==> config.mk <==
export PLATFORM = sky130hd
export DESIGN_NAME = psum_mem_arbiter_flat
export DESIGN_NICKNAME = d
export VERILOG_FILES = /design/src/rtl/psum_arb_pkg.sv /design/src/rtl/psum_mem_arbiter_if.sv /design/src/rtl/rr_arbiter2.sv /design/src/rtl/psum_mem_arbiter.sv /design/src/flat_wrapper.sv
export SDC_FILE = /design/constraint.sdc
export NUM_CORES = 1
export LEC_CHECK = 0
export CORE_AREA = 2 2 113 115
export DETAILED_ROUTE_END_ITERATION = 10
export DIE_AREA = 0 0 115 117
export DONT_BUFFER_PORTS = 1
export HOLD_SLACK_MARGIN = 0.05
export PLACE_DENSITY = 0.63
export RECOVER_POWER = 25
export REMOVE_ABC_BUFFERS = 1
export SKIP_LAST_GASP = 1
export SYNTH_ARGS = -nofsm -noshare
export SYNTH_HDL_FRONTEND = slang
export SYNTH_SLANG_ARGS = --single-unit
==> constraint.sdc <==
create_clock -name clk -period 6.15 [get_ports clk]
set_input_delay 0.9225 -clock clk [delete_from_list [all_inputs] [get_ports clk]]
set_output_delay 0.9225 -clock clk [all_outputs]
set_load 0.02 [all_outputs]
==> src/rtl/psum_arb_pkg.sv <==
// psum_arb_pkg: shared types and requester indices for the partial-sum memory arbiter
package psum_arb_pkg;
    typedef enum logic {INIT, READY} state_t;
    localparam int NUM_REQ = 2;
    localparam int REQ_CORE = 0;
    localparam int REQ_HOST = 1;
endpackage

==> src/rtl/psum_mem_arbiter_if.sv <==
// psum_mem_arbiter_if: requester handshakes plus the pseudo-2-port memory pins
interface psum_mem_arbiter_if
    import psum_arb_pkg::*;
#(
    parameter int WIDTH  = 32,
    parameter int HEIGHT = 256,
    parameter int ADDR_W = $clog2(HEIGHT)
) ();
    logic [NUM_REQ-1:0]        rd_req, rd_gnt, rd_valid, wr_req, wr_gnt;
    logic [NUM_REQ*ADDR_W-1:0] rd_addr, wr_addr;
    logic [NUM_REQ*WIDTH-1:0]  wr_data;
    logic [WIDTH-1:0]          rd_data, mem_qout, mem_din;
    logic [ADDR_W-1:0]         mem_read_addr, mem_write_addr;
    logic                      mem_read_en, mem_write_en;
    modport master (
        output rd_req, rd_addr, wr_req, wr_addr, wr_data, mem_qout,
        input  rd_gnt, rd_data, rd_valid, wr_gnt,
        input  mem_read_addr, mem_read_en, mem_write_addr, mem_din, mem_write_en
    );
    modport slave (
        input  rd_req, rd_addr, wr_req, wr_addr, wr_data, mem_qout,
        output rd_gnt, rd_data, rd_valid, wr_gnt,
        output mem_read_addr, mem_read_en, mem_write_addr, mem_din, mem_write_en
    );
endinterface

==> src/rtl/rr_arbiter2.sv <==
// rr_arbiter2: two-way round-robin arbiter, pointer names the preferred requester
module rr_arbiter2 (
    input  logic       clk,
    input  logic       rst,
    input  logic       en,
    input  logic [1:0] req,
    output logic [1:0] gnt
);
    logic ptr;
    always_comb gnt = !en ? 2'b00 : (&req ? (ptr ? 2'b10 : 2'b01) : req);
    always_ff @(posedge clk)
        if (rst) ptr <= 1'b0;
        else if (|gnt) ptr <= gnt[0];
endmodule

==> src/rtl/psum_mem_arbiter.sv <==
// psum_mem_arbiter: zero-fills and shares the partial-sum memory between core and host
module psum_mem_arbiter
    import psum_arb_pkg::*;
#(
    parameter int WIDTH  = 32,
    parameter int HEIGHT = 256,
    parameter int CNT_W  = 32
) (
    input  logic               clk,
    input  logic               rst_in,
    input  logic               clear_req,
    output logic               init_done,
    output logic [CNT_W-1:0]   rd_count,
    output logic [CNT_W-1:0]   wr_count,
    psum_mem_arbiter_if.slave  bus
);
    localparam int ADDR_W = $clog2(HEIGHT);
    state_t            state, state_nx;
    logic [ADDR_W-1:0] cnt;
    logic              en, init_w, byp;
    logic [WIDTH-1:0]  byp_data;
    always_ff @(posedge clk)
        if (rst_in) state <= INIT;
        else state <= state_nx;
    always_comb
        state_nx = (state == INIT) ? ((cnt == ADDR_W'(HEIGHT - 1)) ? READY : INIT)
                                   : (clear_req ? INIT : READY);
    // grants and init writes are both masked in the reset cycle itself
    always_comb begin
        init_done = (state == READY);
        en        = init_done && !rst_in;
        init_w    = (state == INIT) && !rst_in;
    end
    rr_arbiter2 u_rd_arb (.clk(clk), .rst(rst_in), .en(en), .req(bus.rd_req), .gnt(bus.rd_gnt));
    rr_arbiter2 u_wr_arb (.clk(clk), .rst(rst_in), .en(en), .req(bus.wr_req), .gnt(bus.wr_gnt));
    always_comb begin
        bus.mem_read_en    = |bus.rd_gnt;
        bus.mem_read_addr  = bus.rd_gnt[REQ_HOST] ? bus.rd_addr[REQ_HOST*ADDR_W +: ADDR_W]
                                                  : bus.rd_addr[REQ_CORE*ADDR_W +: ADDR_W];
        bus.mem_write_en   = init_w || (|bus.wr_gnt);
        bus.mem_write_addr = init_w ? cnt
                           : (bus.wr_gnt[REQ_HOST] ? bus.wr_addr[REQ_HOST*ADDR_W +: ADDR_W]
                                                   : bus.wr_addr[REQ_CORE*ADDR_W +: ADDR_W]);
        bus.mem_din        = init_w ? '0
                           : (bus.wr_gnt[REQ_HOST] ? bus.wr_data[REQ_HOST*WIDTH +: WIDTH]
                                                   : bus.wr_data[REQ_CORE*WIDTH +: WIDTH]);
        bus.rd_data        = byp ? byp_data : bus.mem_qout;
    end
    always_ff @(posedge clk)
        if (rst_in) begin
            cnt          <= '0;
            bus.rd_valid <= '0;
            byp          <= 1'b0;
            rd_count     <= '0;
            wr_count     <= '0;
        end else begin
            cnt          <= (state == INIT) ? cnt + 1'b1 : '0;
            bus.rd_valid <= bus.rd_gnt;
            byp          <= (|bus.rd_gnt) && (|bus.wr_gnt) && (bus.mem_read_addr == bus.mem_write_addr);
            rd_count     <= rd_count + CNT_W'(|bus.rd_gnt);
            wr_count     <= wr_count + CNT_W'(|bus.wr_gnt);
        end
    // write-first bypass data: the memory itself returns the old word on a same-address collision
    always_ff @(posedge clk) byp_data <= bus.mem_din;
endmodule

==> src/flat_wrapper.sv <==
// flat-port wrapper written by rule: the top's interface ports become plain ports
module psum_mem_arbiter_flat import psum_arb_pkg::*;
#(
    parameter int WIDTH  = 32,
    parameter int HEIGHT = 256,
    parameter int CNT_W  = 32
)
  (clk, rst_in, clear_req, init_done, rd_count, wr_count, bus_rd_req, bus_rd_addr, bus_wr_req, bus_wr_addr, bus_wr_data, bus_mem_qout, bus_rd_gnt, bus_rd_data, bus_rd_valid, bus_wr_gnt, bus_mem_read_addr, bus_mem_read_en, bus_mem_write_addr, bus_mem_din, bus_mem_write_en);
  psum_mem_arbiter_if #(.WIDTH(WIDTH), .HEIGHT(HEIGHT)) bus_i ();
  input  logic clk;
  input  logic rst_in;
  input  logic clear_req;
  output logic init_done;
  output logic [CNT_W-1:0] rd_count;
  output logic [CNT_W-1:0] wr_count;
  input wire logic [$bits(bus_i.rd_req)-1:0] bus_rd_req;
  input wire logic [$bits(bus_i.rd_addr)-1:0] bus_rd_addr;
  input wire logic [$bits(bus_i.wr_req)-1:0] bus_wr_req;
  input wire logic [$bits(bus_i.wr_addr)-1:0] bus_wr_addr;
  input wire logic [$bits(bus_i.wr_data)-1:0] bus_wr_data;
  input wire logic [$bits(bus_i.mem_qout)-1:0] bus_mem_qout;
  output wire logic [$bits(bus_i.rd_gnt)-1:0] bus_rd_gnt;
  output wire logic [$bits(bus_i.rd_data)-1:0] bus_rd_data;
  output wire logic [$bits(bus_i.rd_valid)-1:0] bus_rd_valid;
  output wire logic [$bits(bus_i.wr_gnt)-1:0] bus_wr_gnt;
  output wire logic [$bits(bus_i.mem_read_addr)-1:0] bus_mem_read_addr;
  output wire logic [$bits(bus_i.mem_read_en)-1:0] bus_mem_read_en;
  output wire logic [$bits(bus_i.mem_write_addr)-1:0] bus_mem_write_addr;
  output wire logic [$bits(bus_i.mem_din)-1:0] bus_mem_din;
  output wire logic [$bits(bus_i.mem_write_en)-1:0] bus_mem_write_en;
  assign bus_i.rd_req = bus_rd_req;
  assign bus_i.rd_addr = bus_rd_addr;
  assign bus_i.wr_req = bus_wr_req;
  assign bus_i.wr_addr = bus_wr_addr;
  assign bus_i.wr_data = bus_wr_data;
  assign bus_i.mem_qout = bus_mem_qout;
  assign bus_rd_gnt = bus_i.rd_gnt;
  assign bus_rd_data = bus_i.rd_data;
  assign bus_rd_valid = bus_i.rd_valid;
  assign bus_wr_gnt = bus_i.wr_gnt;
  assign bus_mem_read_addr = bus_i.mem_read_addr;
  assign bus_mem_read_en = bus_i.mem_read_en;
  assign bus_mem_write_addr = bus_i.mem_write_addr;
  assign bus_mem_din = bus_i.mem_din;
  assign bus_mem_write_en = bus_i.mem_write_en;
  psum_mem_arbiter #(.WIDTH(WIDTH), .HEIGHT(HEIGHT), .CNT_W(CNT_W)) u_core (.clk(clk), .rst_in(rst_in), .clear_req(clear_req), .init_done(init_done), .rd_count(rd_count), .wr_count(wr_count), .bus(bus_i));
endmodule
==> results of run 1 <==
## flip-flops by register name (all words and copies together), names as in the netlist
register and cells:
u_core.u_rd_arb.ptr 1, u_core.u_wr_arb.ptr 1, u_core.byp 1, u_core.cnt 8, u_core.byp_data 32, u_core.bus.rd_valid 2, u_core.wr_count 32, u_core.rd_count 32
u_core.init_done 1
## routing by layer
metal  part of all wire (%)  wire, um  global-route usage, %
met5                  0.087        13                      0
met3                     10      1500                   9.01
met4                    1.5       231                   9.32
met1                     41      6200                   25.9
met2                     47      7070                   30.5
## path summary, 6_finish.rpt
kind	from	endpoint	slack, ns
worst min register to register	u_core.cnt[0]	u_core.cnt[0]	0.46
worst min-delay path	u_core.cnt[0]	u_core.cnt[0]	0.46
worst max register to register	u_core.init_done	u_core.rd_count[28]	2.28
worst max-delay path	u_core.init_done	bus_mem_din[24]	1.20
## cell type report
cell class	count	area (sq um)
clock buffers	12	246
clock inverters	3	21.3
diodes	3	7.51
flip-flops and latches	110	2200
fillers	1194	6620
well taps	150	188
repair buffers	4	26.3
inverters	7	26.3
multi-input cells	483	2980
## cells by family after synthesis
| logic type | after synthesis |
|---|---|
| and+or+nand+nor | 280 |
| DFF | 110 |
| AOI/OAI and AO/OA | 100 |
| xor gates and xnor gates | 57 |
| muxes | 40 |
| buffers and inverters | 36 |
| adders and majority gates | 6 |
## cell usage after synthesis, types with 14 or more instances
cell        n
mux2_2     39
o21ai_0    14
a21oi_1    57
xor2_1     37
nand4_1    18
dfxtp_1   110
nand3_1    24
nand2_1    96
or3_1      16
nor2_1     70
xnor2_1    20
clkbuf_1   16
## power breakdown
group / internal [uW] / switching [uW]
Clock: 284 / 252
Combinational: 29.5 / 74.4
Sequential: 725 / 6.33
## layout by cell type, fill, tap and decap left out, types with 10 or more instances in the layout
master,instances
a21oi_1,57
and3_1,10
dfxtp_1,110
mux2_2,39
nand2_1,96
nand3_1,24
nand4_1,18
nor2_1,69
nor3_1,12
o21ai_0,14
or3_1,16
xnor2_1,20
xor2_1,37
## per-stage QoR
step	setup WS, ns	utilization (%)	power, uW	hold WS [ns]
floorplan	2.18	-	834	0.426
global placement	2.01	44.1	850	0.444
detailed placement	1.89	44.1	851	0.453
CTS	1.89	46.3	1390	0.469
global route	0.930	46.3	1430	0.480
finish	1.20	46.3	1370	0.464
==> flow_summary_export.csv, run 1 <==
group,metric,value,unit
run_status,status,"complete, no violations",
synth,synth.distinct_cells,42,
setup_path,slowest_delay,0.90,ns
clocking,post_cts_buffers,0,
setup_path,critPathSlowestCell,"clkbuf_1",
setup_path,cp-end-kind,"output pin",
final_layout,nets,756,
timing,rsz0062_at_grt,"no",
clocking,ctsResizeCount,0,
setup_path,cp_cell_sequence,"clkbuf_1, nor2b_1, nand2_1, buf_4, inv_1, nand2_1, a21oi_1",
setup_path,cp.required,5.23,ns
synth,synth_top_area_cell,"dfxtp_1",
final_layout,finalNonFillerCells,772,
routing,wl_per_cell,19.5,um
clocking,cts_buffer_depth,2,
synth,synthXorXnorAreaFrac,9.36,%
clocking,h-tree-depth,3,
setup_path,arrival,4.03,ns
synth,ys.flop_type,"dfxtp_1",
die,rows,41,
timing,worstMarginPinSlew,1.23,ns
power_and_ir_drop,leakage,0.00208,uW
clocking,clk_pin_slew,0.07,ns
die,initial_core_util,43.3,%
setup_path,crit_fanout,33,
synth,ys_seq_area_share,41.3,%
die,dieWidth,115,um
clocking,cts_sinks,110,
final_layout,layout-drive-gt1-share,10.2,%
worst_hold_path,hp-class,"reg -> reg",
grt,grt_pass1_vias,4085,
synth,ys_seq_elements,110,
routing,drtAntennaViolNets,0,
final_layout,area_growth,6.80,%
synth,syn_inst,629,
routing,drtIter0Drc,228,
setup_path,crit_family,"buffers and inverters",
timing,min_period_over_period,80.5,%
setup_path,startpoint_type,"register",
synth,synth.area.mux_share,8.52,%
placed_design,placed_cells,754,
placed_design,hpwl,11.5,mm
routing,drt_first_pass_iters,4,
timing,clock_skew,0.00982,ns
die,coreArea,0.0123,sq mm
grt,grtUsageTotal,20.6,%
timing,timing.final.max_slew_violations,0,
timing,setup_tns,0,ns
clocking,hold_buffers,0,
setup_path,path_buf_inv,3,
clocking,cts_tree,"yes",
grt,grt_pass1_wl,21.4,mm
final_layout,fin_area,0.00570,sq mm
clocking,cts_buffers,9,
synth,synth_top_area_share,41.3,%
synth,async_flop_share,0,%
die,die_h,117,um
synth,synth_compound_area_share,10.7,%
routing,wl,15.0,mm
routing,drc,0,
timing,min_period,4.95,ns
synth,synth_edf_count,0,
grt,grt_overflow_total,0,
clocking,cts_root_buf,"clkbuf_16",
setup_path,cp_num_cells,7,
synth,yosys_warnings,0,
synth,syn_area,0.00533,sq mm
setup_path,cp_common_cell,"nand2_1",
clocking,clock_latency,0.35,ns
timing,setup_viol,0,
placed_design,gp_congestion,0.879,
routing,vias_per_cell,5.81,
synth,synth_top_family_by_area,"simple AND/OR/NAND/NOR gates",
die,io_pins,288,
placed_design,dpl_cell_area,0.00543,sq mm
worst_hold_path,whs_path_depth,1,
setup_path,path_class,"reg -> out",
power_and_ir_drop,vdd_drop_max,0.000131,V
synth,synth-simple-area-share,25.9,%
flow_run,cap_violations,0,
synth,avgSynthCellArea,8.48,sq um
timing,slew_headroom,18.1,%
placed_design,io_buffers,0,
power_and_ir_drop,power_density,241,mW/mm^2
grt,grt_max_degree,80,
timing,timing.final.hold_violations,0,
synth,ys_top_cells_by_area,"dfxtp_1, mux2_2, nand2_1",
timing,timing.fmax,202,MHz
setup_path,reg2regPathDepth,10,
die,dieArea,0.0135,sq mm
routing,vias,4485,
synth,synthAdderAreaFrac,1.41,%
grt,antenna_found_initial,4,
(Power assumes the default switching activity.)
==> run 2: changes to the inputs <==
- clock period: 6.15 -> 5.1 ns (I/O delays scaled with it)
==> flow_summary_export.csv, run 2 (synthesized netlist as in run 1, its figures left out) <==
group,metric,value,unit
final_layout,top_regs,"u_core.byp_data x32, u_core.rd_count x32, u_core.wr_count x32",
clocking,clk_pin_slew,0.07,ns
setup_path,startpoint_type,"register",
setup_path,cp-end-kind,"output pin",
timing,setup_viol,0,
setup_path,arrival,3.07,ns
setup_path,reg2regPathDepth,8,
final_layout,nets,757,
die,rows,41,
timing,timing.fmax,260,MHz
power_and_ir_drop,vdd_drop_max,0.000137,V
setup_path,r2r-end,"u_core.byp",
power_and_ir_drop,power_density,299,mW/mm^2
final_layout,multi_input_area,0.00298,sq mm
clocking,cts_buffers,9,
placed_design,io_buffers,0,
final_layout,area_growth,7.34,%
timing,timing.final.max_slew_violations,38,
timing,fin_ws,1.26,ns
setup_path,rr_startpoint,"u_core.init_done",
clocking,h-tree-depth,3,
placed_design,gp_congestion,0.815,
run_status,status,"complete, but fails checks",
clocking,cts_sinks,110,
final_layout,layout_common_cells,"dfxtp_1, nand2_1, nor2_1",
clocking,post_cts_buffers,0,
routing,drc,0,
grt,grt_pass1_wl,21.9,mm
timing,min_period_over_period,75.3,%
grt,grt_pass1_vias,4184,
final_layout,seq_area,0.00220,sq mm
worst_hold_path,hp-class,"reg -> reg",
routing,vias_per_cell,5.91,
setup_path,r2r_slack,1.82,ns
final_layout,layout-drive-gt1-share,10.3,%
timing,clock_skew,0.00474,ns
timing,rsz0062_at_grt,"no",
final_layout,final_common_cell,"dfxtp_1",
setup_path,crit_start,"u_core.init_done",
routing,wl,15.2,mm
grt,antenna_found_initial,2,
routing,vias,4561,
setup_path,path_class,"reg -> out",
die,dieArea,0.0135,sq mm
clocking,ctsResizeCount,0,
setup_path,crit_fanout,22,
die,initial_core_util,43.3,%
placed_design,hpwl,11.7,mm
setup_path,critPathCapture,"bus_mem_din[28]",
routing,drtAntennaViolNets,0,
clocking,cts_tree,"yes",
routing,wl_per_cell,19.7,um
clocking,clock_latency,0.35,ns
timing,slew_headroom,-9.69,%
clocking,hold_buffers,0,
clocking,cts_root_buf,"clkbuf_16",
die,dieWidth,115,um
run_status,violations,"max-capacitance violations, max-slew violations",
power_and_ir_drop,leakage,0.00210,uW
routing,drt_first_pass_iters,4,
timing,min_period,3.84,ns
final_layout,fillers,1198,
placed_design,pre_cts_slack,1.42,ns
timing,worstMarginPinSlew,1.65,ns
die,die_h,117,um
clocking,cts_buffer_depth,2,
timing,setup_tns,0,ns
die,coreArea,0.0123,sq mm
timing,timing.final.hold_violations,0,
flow_run,cap_violations,1,
routing,drtIter0Drc,270,
die,io_pins,288,
setup_path,cp.required,4.34,ns
grt,grt_max_degree,80,
grt,grt_overflow_total,0,
grt,grtUsageTotal,21.0,%
## run 2: report_power, final
group          switching (uW)  internal, uW
clock network             308           395
registers                7.29           874
logic                    90.8          35.3
total                     406          1300
## run 2: worst max-delay path, stage by stage, from the launching register on
cell	delay [ns]
dfxtp_1	0.31
buf_4	0.28
nor2b_1	0.46
nand2_1	0.16
inv_1	0.66
buf_4	0.33
nand2_1	0.09
a21oi_1	0.43
## run 2: metrics by stage
step	total power, uW	hold WS (ns)	instances	area (sq um)	utilization (%)
after floorplan	1010	0.426	600	5210	-
after detailed placement	1030	0.455	755	5440	44.1
after global placement	1030	0.446	755	5440	44.1
final	1710	0.465	772	5730	46.5
after global routing	1780	0.464	772	5730	46.5
after CTS	1730	0.469	771	5730	46.5
## run 2: worst min-delay path by stage
stage,startpoint,to,slack (ns),cells after the start
3_5_place_dp,u_core.cnt[0],u_core.cnt[0],0.45,1
2_1_floorplan,u_core.cnt[0],u_core.cnt[0],0.43,1
3_3_place_gp,u_core.cnt[0],u_core.cnt[0],0.45,1
4_1_cts,rst_in,u_core.rd_count[18],0.47,1
5_1_grt,rst_in,u_core.rd_count[29],0.46,1
6_report,u_core.cnt[0],u_core.cnt[0],0.47,1
## run 2: cell type report
class | count | area share (%)
flip-flops and latches | 110 | 38.5
inverters | 7 | 0.459
clock inverters | 3 | 0.765
multi-input cells | 483 | 52.0
diodes | 1 | 0.0437
clock buffers | 13 | 4.37
repair buffers | 5 | 0.590
well taps | 150 | 3.28
## run 2: metal layers
layer | part of all wire (%) | global-route usage, % | vias to the layer above
li1 | - | - | 2149
met2 | 47 | 31.8 | 187
met5 | 0.066 | 0 | -
met1 | 41 | 26.1 | 2193
met4 | 2.9 | 9.00 | 2
met3 | 9.4 | 8.91 | 30
==> variant: new RTL, config.mk and constraints of run 2 <==
`HEIGHT` is set to 256 in 3 places; all go to 128.
--- a/src/rtl/psum_mem_arbiter_if.sv
+++ b/src/rtl/psum_mem_arbiter_if.sv
@@ -5,3 +5,3 @@
     parameter int WIDTH  = 32,
-    parameter int HEIGHT = 256,
+    parameter int HEIGHT = 128,
     parameter int ADDR_W = $clog2(HEIGHT)
--- a/src/rtl/psum_mem_arbiter.sv
+++ b/src/rtl/psum_mem_arbiter.sv
@@ -5,3 +5,3 @@
     parameter int WIDTH  = 32,
-    parameter int HEIGHT = 256,
+    parameter int HEIGHT = 128,
     parameter int CNT_W  = 32
--- a/src/flat_wrapper.sv
+++ b/src/flat_wrapper.sv
@@ -4,3 +4,3 @@
     parameter int WIDTH  = 32,
-    parameter int HEIGHT = 256,
+    parameter int HEIGHT = 128,
     parameter int CNT_W  = 32
Ports: changed (resized bus_mem_read_addr, bus_mem_write_addr, bus_rd_addr and bus_wr_addr); port bits go from 288 to 282. No check against the original RTL was run, so the function may have changed too.
==> variant against run 2 <==
  * Global-route usage down 3.5 points
  * Power rose by 4.8%
  * Wire length decreased by 15%
  * Critical path type unchanged
  * Die area unchanged
  * Critical endpoint is now bus_mem_din[9]
  * Cell count shrank 5.8%
  * Largest cell class unchanged
  * Setup slack better by 0.26 ns
  * Sequential cell count fell by 1
  * Fmax is 7.4% higher
  * Synthesized area is 5.2% lower
  * Cell area shrank 3.5%
==> variant: results (changes against run 2) <==
- 1st-iter DRT viols: 254 (-5.9%)
- Routability Congestion: 0.804 (-1.3%)
- Slew headroom: 0.867% (+11 points)
- Clock Skew: 0.00485 ns (+0.000109 ns)
- Post-route insts no fill: 727 (-5.8%)
- Global-route wire length before repair: 18400 microns (-16%)
- Register area share after synthesis: 43.1% (+1.9 points)
- Uppermost layer routed: met4
- CP max-delay cell: a21oi_1
- Vias: 4033 (-12%)
- Post-Route M1 WL: 5520 microns (-12%)
- Peak supply drop: 0.000172 V (+25%)
- Total GRT Usage: 17.5% (-3.5 points)
- Metal3 WL: 1090 microns (-24%)
- Number of antenna repair diodes: 0 (-1)
- Dpl hpwl: 10100 microns (-14%)
- Routed len/inst: 17.9 microns (-9.4%)
- Number of global-route vias before repair: 3588 (-14%)
- Status: completed
- Post-synth top cells: dfxtp_1 (109), nand2_1 (95), nor2_1 (81), xor2_1 (55), a21oi_1 (42)
- Area contributors post-synth: dfxtp_1 (43%), xor2_1 (9.5%), mux2_2 (8.5%), nand2_1 (7.0%), nor2_1 (6.0%)
- Worst R2R Path Depth: 7 (-1)
- Initial antenna violation count: 0 (-2)
- CP Max Fanout: 33 (+50%)
- Arr. time, crit path: 2.81 ns (-0.26 ns)
- DRT Pass-1 Iters: 6 (+2)
==> variant: changes by cell type in the layout (fill, tap and decap cells not counted), sizes merged, moves of 7 or more <==
cell / delta
xor2: +18
nor3: -8
o21ai: -9
o22ai: -7
a21oi: -15
nand4: -9
or3: -10
nor2: +12
xnor2: -8
==> variant: worst register-to-register path, delay by kind of cell, from the launching register on <==
family | cells | cell delay [ns]
and+or+nand+nor | 4 | 1.54
xor gates and xnor gates | 1 | 0.18
muxes | 1 | 0.49
DFF | 1 | 0.32
buffers and inverters | 1 | 0.71
==> variant: cell type report <==
| cell class | instances | area share (%) |
|---|---|---|
| inverters | 10 | 0.679 |
| flip-flops and latches | 109 | 39.5 |
| multi-input cells | 437 | 49.6 |
| clock inverters | 5 | 1.92 |
| repair buffers | 5 | 0.543 |
| well taps | 150 | 3.40 |
| clock buffers | 11 | 4.39 |
==> variant: path summary, 6_finish.rpt <==
kind,from,endpoint,slack (ns)
worst max-delay path,u_core.init_done$_SDFF_PP0_,bus_mem_din[9],1.52
worst min register to register,u_core.u_rd_arb.ptr$_SDFFE_PP0N_,u_core.bus.rd_valid[0]$_SDFF_PP0_,0.49
worst min-delay path,u_core.u_rd_arb.ptr$_SDFFE_PP0N_,u_core.bus.rd_valid[0]$_SDFF_PP0_,0.49
worst max register to register,u_core.init_done$_SDFF_PP0_,u_core.byp$_SDFF_PP0_,1.77
==> variant: per-stage QoR <==
step | total power [mW] | util [%] | hold slack, ns | worst slack, ns
floorplan | 0.990 | - | 0.430 | 1.88
finish | 1.79 | 44.9 | 0.486 | 1.52
global route | 1.86 | 44.9 | 0.471 | 1.34
CTS | 1.82 | 45.0 | 0.470 | 1.74
detailed placement | 1.01 | 42.1 | 0.468 | 1.75
global placement | 1.01 | 42.1 | 0.454 | 1.84
==> variant: kinds of logic after synthesis <==
family | Yosys count | synth area share (%)
simple gates | 263 | 24.9
flops | 109 | 43.1
xor+xnor | 67 | 11.6
compound gates | 63 | 7.67
mux | 39 | 8.76
buf+inv | 34 | 2.72
fa+ha+maj | 5 | 1.24
==> variant: metal layers <==
layer / track usage, % / up-vias
li1: - / 1937
met1: 22.2 / 1919
met2: 27.1 / 161
met3: 5.92 / 16
met4: 7.47 / 0
met5: 0 / -
==> variant: report_power, final <==
group / internal (mW) / switching [mW] / leakage [nW] / total (mW)
clock network: 0.495 / 0.308 / 0.166 / 0.803
registers: 0.866 / 0.00657 / 0.887 / 0.873
logic: 0.0317 / 0.0846 / 1.03 / 0.116
